$ cat config.mk
export PLATFORM = sky130hd
export DESIGN_NAME = acc_alu_ctrl
export DESIGN_NICKNAME = d
export VERILOG_FILES = /design/src/rtl/acc_alu_ctrl.sv
export SDC_FILE = /design/constraint.sdc
export NUM_CORES = 1
export LEC_CHECK = 0
export BUFFER_PORTS_ARGS = -buffer_cell sky130_fd_sc_hd__buf_2
export CAP_MARGIN = 20
export CORE_UTILIZATION = 30
export CTS_BUF_LIST = sky130_fd_sc_hd__clkbuf_4
export DETAILED_ROUTE_END_ITERATION = 6
export SYNTH_ARGS = -nofsm -noshare
export SYNTH_HDL_FRONTEND = slang
export SYNTH_SLANG_ARGS = --single-unit
$ cat constraint.sdc
create_clock -name clk -period 4.68 [get_ports clk]
set_input_delay 0.468 -clock clk [delete_from_list [all_inputs] [get_ports clk]]
set_output_delay 0.468 -clock clk [all_outputs]
set_load 0.05 [all_outputs]
$ cat src/rtl/acc_alu_ctrl.sv
// Datapath core of the 8-bit accumulator CPU: instruction decode, accumulator
// register and ALU. PC, register file, memory and address mux live outside.
module acc_alu_ctrl #(
   parameter int WIDTH = 8,
   parameter int IMM_W = 5
) (
   input  logic             clk,
   input  logic             rst_n,
   input  logic [WIDTH-1:0] instr,
   input  logic [WIDTH-1:0] reg_rdata,
   input  logic [WIDTH-1:0] pc_addr,
   output logic [IMM_W-1:0] reg_addr,
   output logic             reg_we,
   output logic             reg_wsel,
   output logic             mem_we,
   output logic             mem_sel,
   output logic             branch,
   output logic             branch_taken,
   output logic [1:0]       alu_ctrl,
   output logic [WIDTH-1:0] alu_out,
   output logic [WIDTH-1:0] acc_out,
   output logic             acc_nz
);

   typedef enum logic [2:0] {
      OP_ADD  = 3'b000,
      OP_SUB  = 3'b001,
      OP_NAND = 3'b010,
      OP_LI   = 3'b011,
      OP_LA   = 3'b100,
      OP_LW   = 3'b101,
      OP_SW   = 3'b110,
      OP_JAL  = 3'b111
   } op_t;

   op_t              w_op;
   logic [IMM_W-1:0] w_imm;
   logic [WIDTH-1:0] w_ext_imm;
   logic             w_reg_we;
   logic             w_mem_we;
   logic             w_branch;
   logic [WIDTH-1:0] r_acc;

   assign w_op      = op_t'(instr[WIDTH-1 -: 3]);
   assign w_imm     = instr[IMM_W-1:0];
   assign w_ext_imm = {{(WIDTH-IMM_W){w_imm[IMM_W-1]}}, w_imm};

   always_comb begin
      w_reg_we = 1'b0;
      w_mem_we = 1'b0;
      w_branch = 1'b0;
      reg_wsel = 1'b0;
      mem_sel  = 1'b0;
      alu_ctrl = 2'b00;
      case (w_op)
         OP_ADD:  begin w_reg_we = 1'b1; alu_ctrl = 2'b00; end
         OP_SUB:  begin w_reg_we = 1'b1; alu_ctrl = 2'b01; end
         OP_NAND: begin w_reg_we = 1'b1; alu_ctrl = 2'b10; end
         OP_LW:   begin w_reg_we = 1'b1; reg_wsel = 1'b1; mem_sel = 1'b1; end
         OP_SW:   begin w_mem_we = 1'b1; mem_sel = 1'b1; end
         OP_JAL:  begin w_reg_we = 1'b1; w_branch = 1'b1; alu_ctrl = 2'b11; end
         default: ;
      endcase
   end

   // Write/branch strobes are squashed while reset is held so nothing external
   // commits state; the rest stays purely combinational.
   assign reg_addr     = w_imm;
   assign reg_we       = w_reg_we & rst_n;
   assign mem_we       = w_mem_we & rst_n;
   assign branch       = w_branch & rst_n;
   assign branch_taken = w_branch & rst_n & acc_nz;

   always_comb begin
      case (alu_ctrl)
         2'b00:   alu_out = r_acc + reg_rdata;
         2'b01:   alu_out = r_acc - reg_rdata;
         2'b10:   alu_out = ~(r_acc & reg_rdata);
         default: alu_out = pc_addr + WIDTH'(1);
      endcase
   end

   always_ff @(posedge clk) begin
      if (!rst_n)
         r_acc <= '0;
      else if (w_op == OP_LI)
         r_acc <= w_ext_imm;
      else if (w_op == OP_LA)
         r_acc <= reg_rdata;
   end

   assign acc_out = r_acc;
   assign acc_nz  = |r_acc;

endmodule

==> metrics.txt <==
Post-Syn Instances about 160; Crit Path Max Fanout 10; Synth cell types 44; simple-gate area share of the yosys netlist 25.5%; CP Buf/Inv Count 3; clk_lat worst skew ~0.25 ns; CP required 4.21 ns; post-synthesis mux area share roughly 5.7%; max cap viols 0; Worst Tran Pin Value 0.476 ns; Setup violations, final 0; I/O pin total between 50 and 60; Die Area about 0.0044 sq mm; fin crit share about three quarters; async set-reset flop share out of synthesis 0%; total grt overflow 0; Relative slew margins between 60% and 70%; Worst Path Class, Setup input pin to output port; CTS tree yes; DP HPWL approximately 2700 microns; Main synth FF type dfxtp_1; achievable clock frequency between 200 and 300 MHz; Util after Layout a little under 40%; postcts setup bufs 0; critical path's slowest cell mux2_2; DR vias 1,249; Total Nets Final 250; Synth top area share 12.8%; Peak supply drop between 0.0001 and 0.00015 V; Adder-Cell Fraction of Synth Area between 10% and 20%; Critical Path Max Stage Delay 0.41 ns; Root Buffer clkbuf_4; yosys warns 0; sequential fraction of the synthesis area 12.8%; initial antenna violation count 0; power density cells ~260 mW/mm^2; Die Span Y around 66 microns; row count 23; number of detailed-route iterations in the first pass 4; Reg clk slew, reported paths ~0.050 ns; Fin Clk Skew 0 ns; post-cts resize count 0; data arrival time of the worst path approximately 3 ns; Crit. End Element output port; HP Class input pin to flip-flop; Die Wd about 66 microns; Initial Utilization a little under a third; CTS H-tree lvls 1; EDFF count, synth 0; worst-path cell chain buf_2 > nor3b_4 > mux2_2 > inv_1 > ha_1 > nor2b_4 > o31a_1 > a41o_1 > a21oi_2 > xnor2_1 > a21oi_2 > buf_2; Synth area leaders dfxtp_1 (13%), ha_1 (10%), xnor2_1 (9.8%); Inserted Clock Buffers 3; syn_area_per_cell 7.75 sq um; DRC viols 0; TNS Setup 0 ns; hold violation count in the final report 0; Synth Area in Compound Gates 21.3%; Port Buffer Count 55; status completed; area share of xor/xnor cells in the synthesized design 13.9%; DR WL/cell around 12 microns; Via density approximately 4.8; syn_nets roughly 200; largest net degree at the start of global routing 12; final worst path period need about 3.4 ns; number of global-route vias before repair 1,146; antenna diode count 0; first-pass GRT wire length roughly 5200 microns; number of synthesized register bits 8; gpl congestion between 0.8 and 0.9; mapped cell area roughly 0.0012 sq mm; combinational family with the most area after synthesis simple AND/OR/NAND/NOR gates; Lkg Pwr around 0.76 nW; total design power 0.397 mW; CTS Hold Bufs 0; max reg flops 8; CTS Buffer Depth 2; final wirelength 3230 microns; layout cells sized above 1 33.6%; DRT iter0 DRCs 22; core area about 0.004 sq mm; startpoint types input pin; post-route ant nets 0; Tot GR Track Use about 15%; Max Slew Vio Count 0; CTS sink cnt 8; Synth area leader dfxtp_1; CP delay by family, top compound AO/OA/AOI/OAI gates; RSZ-0062 raised after global routing no; area grow syn2layout 23.7%; Synth top cells by count nor2_1 (14), xnor2_1 (14), a21oi_1 (13)
## cells in the final DEF, fill, tap and decap left out, types with 4 or more instances in the layout
cell type,n
ha_1,10
mux2i_1,6
dfxtp_1,8
buf_2,55
o21ai_0,9
nor2_1,14
nand2_1,11
xor2_1,4
a21oi_1,13
inv_1,11
xnor2_1,14
nand3_1,9
## stage by stage
| step | setup WS, ns | hold slack, ns | instance area [sq um] | instances |
|---|---|---|---|---|
| 2_1_floorplan | 1.04 | 0.651 | 1250 | 161 |
| 3_3_place_gp | 1.25 | 0.513 | 1520 | 258 |
| 3_5_place_dp | 1.25 | 0.534 | 1520 | 258 |
| 4_1_cts | 1.24 | 0.510 | 1540 | 261 |
| 5_1_grt | 1.10 | 0.516 | 1540 | 261 |
| 6_report | 1.26 | 0.516 | 1540 | 261 |
## worst min-delay path, stage by stage
cell and delay (ns):
buf_2 0.10, nor2_1 0.09, a211oi_1 0.05
## power breakdown
part           internal (mW)  switching (mW)  total [mW]
Clock                 0.0292          0.0220      0.0513
Combinational         0.0838           0.183       0.266
Sequential            0.0728         0.00700      0.0798
## kinds of logic after synthesis
kind of cell	count (synthesis)
xor gates and xnor gates	19
AOI/OAI and AO/OA	41
adders and majority gates	11
DFF	8
muxes	7
buffers and inverters	20
and+or+nand+nor	55
## final cells by class
type	instances	area (sq um)
Fill cell	451	2460
Sequential cell	8	160
Multi-Input combinational cell	133	973
Tap cell	50	62.6
Timing Repair Buffer	56	283
Inverter	11	41.3
Clock buffer	3	22.5
## per-layer routing
metal | part of all wire (%) | global-route usage (%) | up-vias
li1 | - | - | 664
met1 | 51 | 20.5 | 535
met2 | 43 | 26.0 | 45
met3 | 4.9 | 1.37 | 5
met4 | 0.84 | 3.99 | 0
met5 | 0 | 0 | -
## worst paths after layout
kind / from / to / slack, ns / cells past startpoint
worst min-delay path: instr[3] / acc_out[3] / 0.52 / 3
worst min register to register: acc_out[1] / acc_out[1] / 0.54 / 2
worst max register to register: acc_out[3] / acc_out[3] / 3.86 / 2
worst max-delay path: instr[6] / alu_out[7] / 1.26 / 12
No activity file was read; power rests on OpenSTA's default activity.
